`config.mk`:
```
export PLATFORM = sky130hd
export DESIGN_NAME = fu_issue_arbiter_flat
export DESIGN_NICKNAME = d
export VERILOG_FILES = /design/src/rtl/fu_issue_arbiter_pkg.sv /design/src/rtl/fu_issue_arbiter_if.sv /design/src/rtl/fu_issue_arbiter_oldest_select.sv /design/src/rtl/fu_issue_arbiter.sv /design/src/flat_wrapper.sv
export SDC_FILE = /design/constraint.sdc
export NUM_CORES = 1
export LEC_CHECK = 0
export ABC_AREA = 1
export BUFFER_PORTS_ARGS = -buffer_cell sky130_fd_sc_hd__buf_2
export CAP_MARGIN = 20
export CORE_AREA = 5 5 310 312
export DETAILED_ROUTE_END_ITERATION = 8
export DIE_AREA = 0 0 315 317
export GPL_ROUTABILITY_DRIVEN = 0
export PLACE_DENSITY_LB_ADDON = 0.08
export SYNTH_ARGS = -nofsm -noshare
export SYNTH_HDL_FRONTEND = slang
export SYNTH_SLANG_ARGS = --single-unit
```
`constraint.sdc`:
```
create_clock -name clk -period 15.3 [get_ports clk]
set_input_delay 3.06 -clock clk [delete_from_list [all_inputs] [get_ports clk]]
set_output_delay 3.06 -clock clk [all_outputs]
set_load 0.05 [all_outputs]
```
`src/rtl/fu_issue_arbiter_pkg.sv`:
```
// Shared definitions for the FU issue arbiter.
//  - rs_issue_t : one issued op (default-width build) as seen by an FU
//  - FU_*       : functional-unit index map of the default five-FU build
//  - rob_age()  : distance of a ROB index from the ROB head, modulo the ROB size
package fu_issue_arbiter_pkg;

  // Widest ROB index rob_age() can handle.
  localparam int ROB_W_MAX = 16;

  // Functional-unit slots in the default build.
  localparam int FU_ALU0  = 0;
  localparam int FU_ALU1  = 1;
  localparam int FU_MUL   = 2;
  localparam int FU_DIV   = 3;
  localparam int FU_SHIFT = 4;

  typedef struct packed {
    logic [3:0]  op;
    logic [31:0] src1;
    logic [31:0] src2;
    logic [3:0]  rob;
    logic [3:0]  ctrl;
  } rs_issue_t;

  // Age of a ROB entry relative to the head; 0 is the oldest. Masking to
  // rob_w bits makes the subtraction wrap with the ROB pointer.
  function automatic logic [ROB_W_MAX-1:0] rob_age(
    input logic [ROB_W_MAX-1:0] rob,
    input logic [ROB_W_MAX-1:0] head,
    input int unsigned          rob_w
  );
    logic [ROB_W_MAX-1:0] mask;
    mask = (ROB_W_MAX'(1) << rob_w) - ROB_W_MAX'(1);
    return (rob - head) & mask;
  endfunction

endpackage

```
`src/rtl/fu_issue_arbiter_if.sv`:
```
// Issue-stage bus between reservation stations / FUs (master side) and the
// arbiter (slave side).
//  RS side  : flush, rob_head, rs_valid, rs_fu_mask[i*NUM_FU+f], rs_op,
//             rs_src1, rs_src2, rs_rob, rs_ctrl in; rs_consumed out
//  FU side  : fu_valid, fu_op, fu_src1, fu_src2, fu_rob, fu_ctrl,
//             fu_stall_cnt out; fu_ready in
// All multi-lane fields are flattened, lane k at [k*W +: W].
interface fu_issue_arbiter_if #(
  parameter int NUM_RS = 4,
  parameter int NUM_FU = 5,
  parameter int XLEN   = 32,
  parameter int ROB_W  = 4,
  parameter int OP_W   = 4,
  parameter int CTRL_W = 4,
  parameter int CNT_W  = 16
) ();

  logic                       flush;
  logic [ROB_W-1:0]           rob_head;
  logic [NUM_RS-1:0]          rs_valid;
  logic [NUM_RS*NUM_FU-1:0]   rs_fu_mask;
  logic [NUM_RS*OP_W-1:0]     rs_op;
  logic [NUM_RS*XLEN-1:0]     rs_src1;
  logic [NUM_RS*XLEN-1:0]     rs_src2;
  logic [NUM_RS*ROB_W-1:0]    rs_rob;
  logic [NUM_RS*CTRL_W-1:0]   rs_ctrl;
  logic [NUM_RS-1:0]          rs_consumed;

  logic [NUM_FU-1:0]          fu_valid;
  logic [NUM_FU-1:0]          fu_ready;
  logic [NUM_FU*OP_W-1:0]     fu_op;
  logic [NUM_FU*XLEN-1:0]     fu_src1;
  logic [NUM_FU*XLEN-1:0]     fu_src2;
  logic [NUM_FU*ROB_W-1:0]    fu_rob;
  logic [NUM_FU*CTRL_W-1:0]   fu_ctrl;
  logic [NUM_FU*CNT_W-1:0]    fu_stall_cnt;

  modport master (
    output flush, rob_head, rs_valid, rs_fu_mask, rs_op, rs_src1, rs_src2,
           rs_rob, rs_ctrl, fu_ready,
    input  rs_consumed, fu_valid, fu_op, fu_src1, fu_src2, fu_rob, fu_ctrl,
           fu_stall_cnt
  );

  modport slave (
    input  flush, rob_head, rs_valid, rs_fu_mask, rs_op, rs_src1, rs_src2,
           rs_rob, rs_ctrl, fu_ready,
    output rs_consumed, fu_valid, fu_op, fu_src1, fu_src2, fu_rob, fu_ctrl,
           fu_stall_cnt
  );

endinterface

```
`src/rtl/fu_issue_arbiter_oldest_select.sv`:
```
// Combinational oldest-entry picker.
//  eligible : entries that may be chosen
//  ages     : per-entry age, lane i at [i*ROB_W +: ROB_W]; smaller is older
//  pick     : one-hot choice (all zero when nothing is eligible)
// Entry i wins when no other eligible entry is strictly older and no
// lower-indexed eligible entry has the same age. That is a total order, so
// exactly one eligible entry wins.
module fu_issue_arbiter_oldest_select #(
  parameter int NUM_RS = 4,
  parameter int ROB_W  = 4
) (
  input  logic [NUM_RS-1:0]       eligible,
  input  logic [NUM_RS*ROB_W-1:0] ages,
  output logic [NUM_RS-1:0]       pick
);

  genvar gi, gj;
  generate
    for (gi = 0; gi < NUM_RS; gi++) begin : gen_pick
      logic [NUM_RS-1:0] beats;
      for (gj = 0; gj < NUM_RS; gj++) begin : gen_cmp
        if (gj < gi) begin : gen_lower
          // Lower index wins ties, so gi must be strictly older.
          assign beats[gj] = !eligible[gj] ||
                             (ages[gi*ROB_W +: ROB_W] < ages[gj*ROB_W +: ROB_W]);
        end else if (gj == gi) begin : gen_self
          assign beats[gj] = 1'b1;
        end else begin : gen_higher
          assign beats[gj] = !eligible[gj] ||
                             (ages[gi*ROB_W +: ROB_W] <= ages[gj*ROB_W +: ROB_W]);
        end
      end
      assign pick[gi] = eligible[gi] && (&beats);
    end
  endgenerate

endmodule

```
`src/rtl/fu_issue_arbiter.sv`:
```
// Registered issue stage between the reservation stations and the FUs.
// Each cycle FU 0..NUM_FU-1, in order, grants the oldest ready RS entry it can
// execute that no lower FU took this cycle, provided its issue register is free
// (empty or draining) and there is no flush. The granted op lands in the FU's
// issue register at the next edge and is held there until fu_ready.
//  clk, reset : clock, asynchronous active-high reset
//  bus        : fu_issue_arbiter_if.slave (RS inputs, rs_consumed grant,
//               per-FU valid/ready payload registers, saturating stall counters)
module fu_issue_arbiter
  import fu_issue_arbiter_pkg::*;
#(
  parameter int NUM_RS = 4,
  parameter int NUM_FU = 5,
  parameter int XLEN   = 32,
  parameter int ROB_W  = 4,
  parameter int OP_W   = 4,
  parameter int CTRL_W = 4,
  parameter int CNT_W  = 16
) (
  input logic              clk,
  input logic              reset,
  fu_issue_arbiter_if.slave bus
);

  // Packed payload layout: {op, src1, src2, rob, ctrl}.
  localparam int PAY_W = OP_W + 2 * XLEN + ROB_W + CTRL_W;

  logic [NUM_RS*ROB_W-1:0]  ages;
  logic [NUM_RS*PAY_W-1:0]  rs_pay;
  logic                     issue_en;
  logic [NUM_RS-1:0]        consumed_w;
  logic [NUM_FU-1:0]        fu_valid_w;
  logic [NUM_FU*OP_W-1:0]   fu_op_w;
  logic [NUM_FU*XLEN-1:0]   fu_src1_w;
  logic [NUM_FU*XLEN-1:0]   fu_src2_w;
  logic [NUM_FU*ROB_W-1:0]  fu_rob_w;
  logic [NUM_FU*CTRL_W-1:0] fu_ctrl_w;
  logic [NUM_FU*CNT_W-1:0]  fu_cnt_w;

  // Nothing is granted during flush or while reset is held.
  assign issue_en = !bus.flush && !reset;

  genvar gi, gj;
  generate
    for (gi = 0; gi < NUM_RS; gi++) begin : gen_rs
      assign ages[gi*ROB_W +: ROB_W] = ROB_W'(rob_age(
        ROB_W_MAX'(bus.rs_rob[gi*ROB_W +: ROB_W]),
        ROB_W_MAX'(bus.rob_head),
        ROB_W));
      assign rs_pay[gi*PAY_W +: PAY_W] = {
        bus.rs_op[gi*OP_W +: OP_W],
        bus.rs_src1[gi*XLEN +: XLEN],
        bus.rs_src2[gi*XLEN +: XLEN],
        bus.rs_rob[gi*ROB_W +: ROB_W],
        bus.rs_ctrl[gi*CTRL_W +: CTRL_W]};
    end

    for (gi = 0; gi < NUM_FU; gi++) begin : gen_fu
      logic [NUM_RS-1:0] mask_col;   // entries able to run on this FU
      logic [NUM_RS-1:0] taken_in;   // entries granted to lower FUs this cycle
      logic [NUM_RS-1:0] taken_out;
      logic [NUM_RS-1:0] eligible;
      logic [NUM_RS-1:0] pick;
      logic              slot_free;
      logic [PAY_W-1:0]  pick_pay;
      logic              valid_q, valid_d;
      logic [PAY_W-1:0]  pay_q, pay_d;
      logic [CNT_W-1:0]  cnt_q, cnt_d;

      for (gj = 0; gj < NUM_RS; gj++) begin : gen_mask
        assign mask_col[gj] = bus.rs_fu_mask[gj*NUM_FU + gi];
      end

      if (gi == 0) begin : gen_chain_first
        assign taken_in = '0;
      end else begin : gen_chain_next
        assign taken_in = gen_fu[gi-1].taken_out;
      end

      // Draining register (valid && ready) may reload in the same cycle.
      assign slot_free = !valid_q || bus.fu_ready[gi];
      assign eligible  = (slot_free && issue_en) ?
                         (bus.rs_valid & mask_col & ~taken_in) : '0;
      assign taken_out = taken_in | pick;

      fu_issue_arbiter_oldest_select #(
        .NUM_RS (NUM_RS),
        .ROB_W  (ROB_W)
      ) u_select (
        .eligible (eligible),
        .ages     (ages),
        .pick     (pick)
      );

      always_comb begin
        pick_pay = '0;
        for (int i = 0; i < NUM_RS; i++) begin
          if (pick[i]) begin
            pick_pay = pick_pay | rs_pay[i*PAY_W +: PAY_W];
          end
        end
      end

      always_comb begin
        valid_d = valid_q;
        pay_d   = pay_q;
        cnt_d   = cnt_q;
        if (bus.flush) begin
          valid_d = 1'b0;
        end else if (|pick) begin
          valid_d = 1'b1;
          pay_d   = pick_pay;
        end else if (valid_q && bus.fu_ready[gi]) begin
          valid_d = 1'b0;
        end
        if (valid_q && !bus.fu_ready[gi] && !bus.flush && !(&cnt_q)) begin
          cnt_d = cnt_q + CNT_W'(1);
        end
      end

      always_ff @(posedge clk or posedge reset) begin
        if (reset) begin
          valid_q <= 1'b0;
          pay_q   <= '0;
          cnt_q   <= '0;
        end else begin
          valid_q <= valid_d;
          pay_q   <= pay_d;
          cnt_q   <= cnt_d;
        end
      end

      assign fu_valid_w[gi]                = valid_q;
      assign fu_ctrl_w[gi*CTRL_W +: CTRL_W] = pay_q[0 +: CTRL_W];
      assign fu_rob_w[gi*ROB_W +: ROB_W]    = pay_q[CTRL_W +: ROB_W];
      assign fu_src2_w[gi*XLEN +: XLEN]     = pay_q[CTRL_W+ROB_W +: XLEN];
      assign fu_src1_w[gi*XLEN +: XLEN]     = pay_q[CTRL_W+ROB_W+XLEN +: XLEN];
      assign fu_op_w[gi*OP_W +: OP_W]       = pay_q[CTRL_W+ROB_W+2*XLEN +: OP_W];
      assign fu_cnt_w[gi*CNT_W +: CNT_W]    = cnt_q;
    end
  endgenerate

  // The last FU's chain output is the set of entries granted anywhere.
  assign consumed_w = gen_fu[NUM_FU-1].taken_out;

  assign bus.rs_consumed  = consumed_w;
  assign bus.fu_valid     = fu_valid_w;
  assign bus.fu_op        = fu_op_w;
  assign bus.fu_src1      = fu_src1_w;
  assign bus.fu_src2      = fu_src2_w;
  assign bus.fu_rob       = fu_rob_w;
  assign bus.fu_ctrl      = fu_ctrl_w;
  assign bus.fu_stall_cnt = fu_cnt_w;

endmodule

```
`src/flat_wrapper.sv`:
```
// flat-port wrapper written by rule: the top's interface ports become plain ports
module fu_issue_arbiter_flat import fu_issue_arbiter_pkg::*;
#(
  parameter int NUM_RS = 4,
  parameter int NUM_FU = 5,
  parameter int XLEN   = 32,
  parameter int ROB_W  = 4,
  parameter int OP_W   = 4,
  parameter int CTRL_W = 4,
  parameter int CNT_W  = 16
)
  (clk, reset, bus_flush, bus_rob_head, bus_rs_valid, bus_rs_fu_mask, bus_rs_op, bus_rs_src1, bus_rs_src2, bus_rs_rob, bus_rs_ctrl, bus_fu_ready, bus_rs_consumed, bus_fu_valid, bus_fu_op, bus_fu_src1, bus_fu_src2, bus_fu_rob, bus_fu_ctrl, bus_fu_stall_cnt);
  fu_issue_arbiter_if #(.NUM_RS(NUM_RS), .NUM_FU(NUM_FU), .XLEN(XLEN), .ROB_W(ROB_W), .OP_W(OP_W), .CTRL_W(CTRL_W), .CNT_W(CNT_W)) bus_i ();
  input logic clk;
  input logic reset;
  input wire logic [$bits(bus_i.flush)-1:0] bus_flush;
  input wire logic [$bits(bus_i.rob_head)-1:0] bus_rob_head;
  input wire logic [$bits(bus_i.rs_valid)-1:0] bus_rs_valid;
  input wire logic [$bits(bus_i.rs_fu_mask)-1:0] bus_rs_fu_mask;
  input wire logic [$bits(bus_i.rs_op)-1:0] bus_rs_op;
  input wire logic [$bits(bus_i.rs_src1)-1:0] bus_rs_src1;
  input wire logic [$bits(bus_i.rs_src2)-1:0] bus_rs_src2;
  input wire logic [$bits(bus_i.rs_rob)-1:0] bus_rs_rob;
  input wire logic [$bits(bus_i.rs_ctrl)-1:0] bus_rs_ctrl;
  input wire logic [$bits(bus_i.fu_ready)-1:0] bus_fu_ready;
  output wire logic [$bits(bus_i.rs_consumed)-1:0] bus_rs_consumed;
  output wire logic [$bits(bus_i.fu_valid)-1:0] bus_fu_valid;
  output wire logic [$bits(bus_i.fu_op)-1:0] bus_fu_op;
  output wire logic [$bits(bus_i.fu_src1)-1:0] bus_fu_src1;
  output wire logic [$bits(bus_i.fu_src2)-1:0] bus_fu_src2;
  output wire logic [$bits(bus_i.fu_rob)-1:0] bus_fu_rob;
  output wire logic [$bits(bus_i.fu_ctrl)-1:0] bus_fu_ctrl;
  output wire logic [$bits(bus_i.fu_stall_cnt)-1:0] bus_fu_stall_cnt;
  assign bus_i.flush = bus_flush;
  assign bus_i.rob_head = bus_rob_head;
  assign bus_i.rs_valid = bus_rs_valid;
  assign bus_i.rs_fu_mask = bus_rs_fu_mask;
  assign bus_i.rs_op = bus_rs_op;
  assign bus_i.rs_src1 = bus_rs_src1;
  assign bus_i.rs_src2 = bus_rs_src2;
  assign bus_i.rs_rob = bus_rs_rob;
  assign bus_i.rs_ctrl = bus_rs_ctrl;
  assign bus_i.fu_ready = bus_fu_ready;
  assign bus_rs_consumed = bus_i.rs_consumed;
  assign bus_fu_valid = bus_i.fu_valid;
  assign bus_fu_op = bus_i.fu_op;
  assign bus_fu_src1 = bus_i.fu_src1;
  assign bus_fu_src2 = bus_i.fu_src2;
  assign bus_fu_rob = bus_i.fu_rob;
  assign bus_fu_ctrl = bus_i.fu_ctrl;
  assign bus_fu_stall_cnt = bus_i.fu_stall_cnt;
  fu_issue_arbiter #(.NUM_RS(NUM_RS), .NUM_FU(NUM_FU), .XLEN(XLEN), .ROB_W(ROB_W), .OP_W(OP_W), .CTRL_W(CTRL_W), .CNT_W(CNT_W)) u_core (.clk(clk), .reset(reset), .bus(bus_i));
endmodule
```
==> impl_metrics.tcl <==
set metrics [dict create \
    hold_viol_final 0 \
    yosys_register_bits 465 \
    setup_violations 0 \
    r2r-start "u_core.gen_fu[0].valid_q" \
    ctsResizeCount 0 \
    grt-ovfl-total 0 \
    endpoint "bus_rs_consumed[1]" \
    worstPathRequired_ps 12240 \
    antenna_found_initial 25 \
    drt-initial-drc-count 2866 \
    die_y_um 317 \
    portBuffers 808 \
    reg2reg_slack_ps 7400 \
    dr_total_vias 30600 \
    synth_cells 3635 \
    clock_sinks 465 \
    reg2reg_to "u_core.gen_fu[4].pay_q[56]" \
    globalRouteTotalUtil_pct 29.5 \
    crit_path_frequent_cell "inv_1" \
    cp.arrival_ps 11060 \
    start_util_pct 29.6 \
    maxCapViolCount 0 \
    slew_violations 0 \
    die-area_mm2 0.0999 \
    first_pass_iters 7 \
    status "complete, no violations" \
    grt_pass1_wl_mm 218 \
    detail-route-antenna-nets 0 \
    finalCriticalPeriod_ps 14120 \
    fin_crit_sh_pct 92.3 \
    numCtsBuffers 59 \
    layout-drive-gt1-share_pct 23.6 \
    p_leak_nw 18.3 \
    core_area_mm2 0.0928 \
    p_per_area_mw_per_mm2 171 \
    synth_area_leaders "dfrtp_1 (42%), nand2_1 (15%), a221oi_1 (6.1%)" \
    syn_nets 4004 \
    cts_tree "yes" \
    wire_per_inst_um 27.2 \
    cts_root_buf "clkbuf_16" \
    endpoint_kind "output port" \
    die_w_um 315 \
    crit_path_start_kind "input port" \
    synthesis.area_mm2 0.0275 \
    drc 0 \
    viasPerCell 5.42 \
    syn_avg_cell_area_um2 7.56 \
    timing.fmax_mhz 70.8 \
    ys_types 47 \
    drt_wl_total_mm 154 \
    cts.clk_slew.worst_paths_ps 60 \
    fin_total_pwr_mw 5.92 \
    critPathMaxFanout 49 \
    clk_latency_ps 670 \
    yosysWarnings 0 \
    hold_path.class "reg2reg" \
    crit_slowest_cell "nand3_4" \
    critical_path.startpoint "bus_rs_rob[12]" \
    worst_pin_slew_ps 1120 \
    slew_headroom_pct 25.4 \
    reg2reg_depth 29 \
    holdBufCountCts 0 \
    synth_top_area_share_pct 42.4 \
    first_global_vias 30800 \
    seq_area_frac_synth_pct 42.4 \
    dpl.hpwl_mm 103 \
    holdPathStages 2 \
    rsz0062_at_grt "no" \
    crit_path_max_incr_delay_ps 700 \
    clock_skew_ps 30.9 \
    setup-tns-final_ps 0 \
    ir_worst_vdd_mv 0.0922 \
    grt_max_degree 150 \
    yosysTopAreaCell "dfrtp_1" \
    cts_buffer_depth 3 \
    rows 112 \
    cts_setup_buffers 0 \
    layout.nets 4703 \
    critical_path_class "in2out" \
    syn_to_final_growth_pct 26.1 \
    h-tree-depth 2 \
    ioPinCount 809 \
]
[worst max-delay path, delay by kind of cell]
kind	cells	cell delay, ps
xor+xnor	1	410
buf+inv	8	1740
fa+ha+maj	3	860
compound gates	4	960
simple gates	14	3980
[report_power, final]
part,internal [mW],switching [mW]
Clock,0.872,0.612
Sequential,1.58,0.261
Combinational,0.533,2.06
[per-layer routing]
layer,GRT usage [%],vias to the layer above,routed length (um)
met5,0,-,71
met4,14.4,12,8370
met3,6.31,387,12700
met2,49.1,1648,72100
met1,36.4,14800,60400
li1,-,13800,-
[cells by family after synthesis]
family                     share of synthesized area, %
buffers and inverters                              9.64
xor gates and xnor gates                           2.57
muxes                                            0.0410
AOI/OAI and AO/OA                                  19.6
and+or+nand+nor                                    24.3
adders and majority gates                          1.43
DFF                                                42.4
[layout make-up]
type | count | area (um2)
fill | 10000 | 58100
tap | 1254 | 1570
clock buffer | 91 | 1840
antenna | 14 | 35.0
sequential | 465 | 11600
multi-input combinational | 2513 | 13300
timing repair buffer | 856 | 4430
clock inverter | 19 | 193
inverter | 439 | 1660
[sequential cells by signal, indices dropped and copies added, names as in the netlist]
name / cells
u_core.gen_fu.valid_q: 5
u_core.gen_fu.cnt_q: 80
u_core.gen_fu.pay_q: 380
[worst min-delay path by stage]
stage / end / from / slack, ps
6_report: u_core.gen_fu[1].pay_q[64] / u_core.gen_fu[1].pay_q[64] / 470
5_1_grt: u_core.gen_fu[1].pay_q[20] / u_core.gen_fu[1].pay_q[20] / 490
4_1_cts: u_core.gen_fu[0].pay_q[49] / u_core.gen_fu[0].pay_q[49] / 480
3_5_place_dp: u_core.gen_fu[0].pay_q[49] / u_core.gen_fu[0].pay_q[49] / 460
3_3_place_gp: u_core.gen_fu[0].pay_q[49] / u_core.gen_fu[0].pay_q[49] / 460
2_1_floorplan: u_core.gen_fu[0].valid_q / u_core.gen_fu[0].valid_q / 590
[metrics by stage]
step                worst slack, ps  hold WS [ps]  area, um2  instances  util (%)
finish                         1180           471      34600       5651      37.3
CTS                            1340           476      34600       5637      37.3
global route                    778           490      34600       5647      37.3
floorplan                      4470           587      27500       3635         -
detailed placement             1350           460      32600       5527      35.1
global placement               1430           460      32500       5526      35.1
[Yosys cell counts (all sizes together)]
| cell type | number |
|---|---|
| a21oi | 131 |
| a221oi | 192 |
| a31oi | 24 |
| a41oi | 2 |
| and2 | 1 |
| buf | 83 |
| clkbuf | 135 |
| clkinv | 4 |
| dfrtp | 465 |
| fa | 4 |
| ha | 25 |
| inv | 435 |
| mux2 | 1 |
| nand2 | 1145 |
| nand3 | 186 |
| nand3b | 2 |
| nand4 | 49 |
| nor2 | 187 |
| nor3 | 20 |
| nor3b | 3 |
| nor4 | 5 |
| o211ai | 3 |
| o21ai | 166 |
| o21bai | 3 |
| o221ai | 88 |
| o22ai | 195 |
| or2 | 2 |
| or4 | 1 |
| xnor2 | 37 |
| xor2 | 41 |
[layout by cell type, fill, tap and decap left out, types with 60 or more instances in the layout]
master     Yosys  final
o221ai_1      88     88
dfrtp_1      465    465
clkbuf_16      0     60
inv_1        429    421
a21oi_1      127    127
nor2_1       169    168
o22ai_1      195    195
o21ai_0      166    166
nand3_1      176    175
nand2_1     1128   1127
buf_2         32    808
a221oi_1     192    192
(Power assumes the default switching activity.)
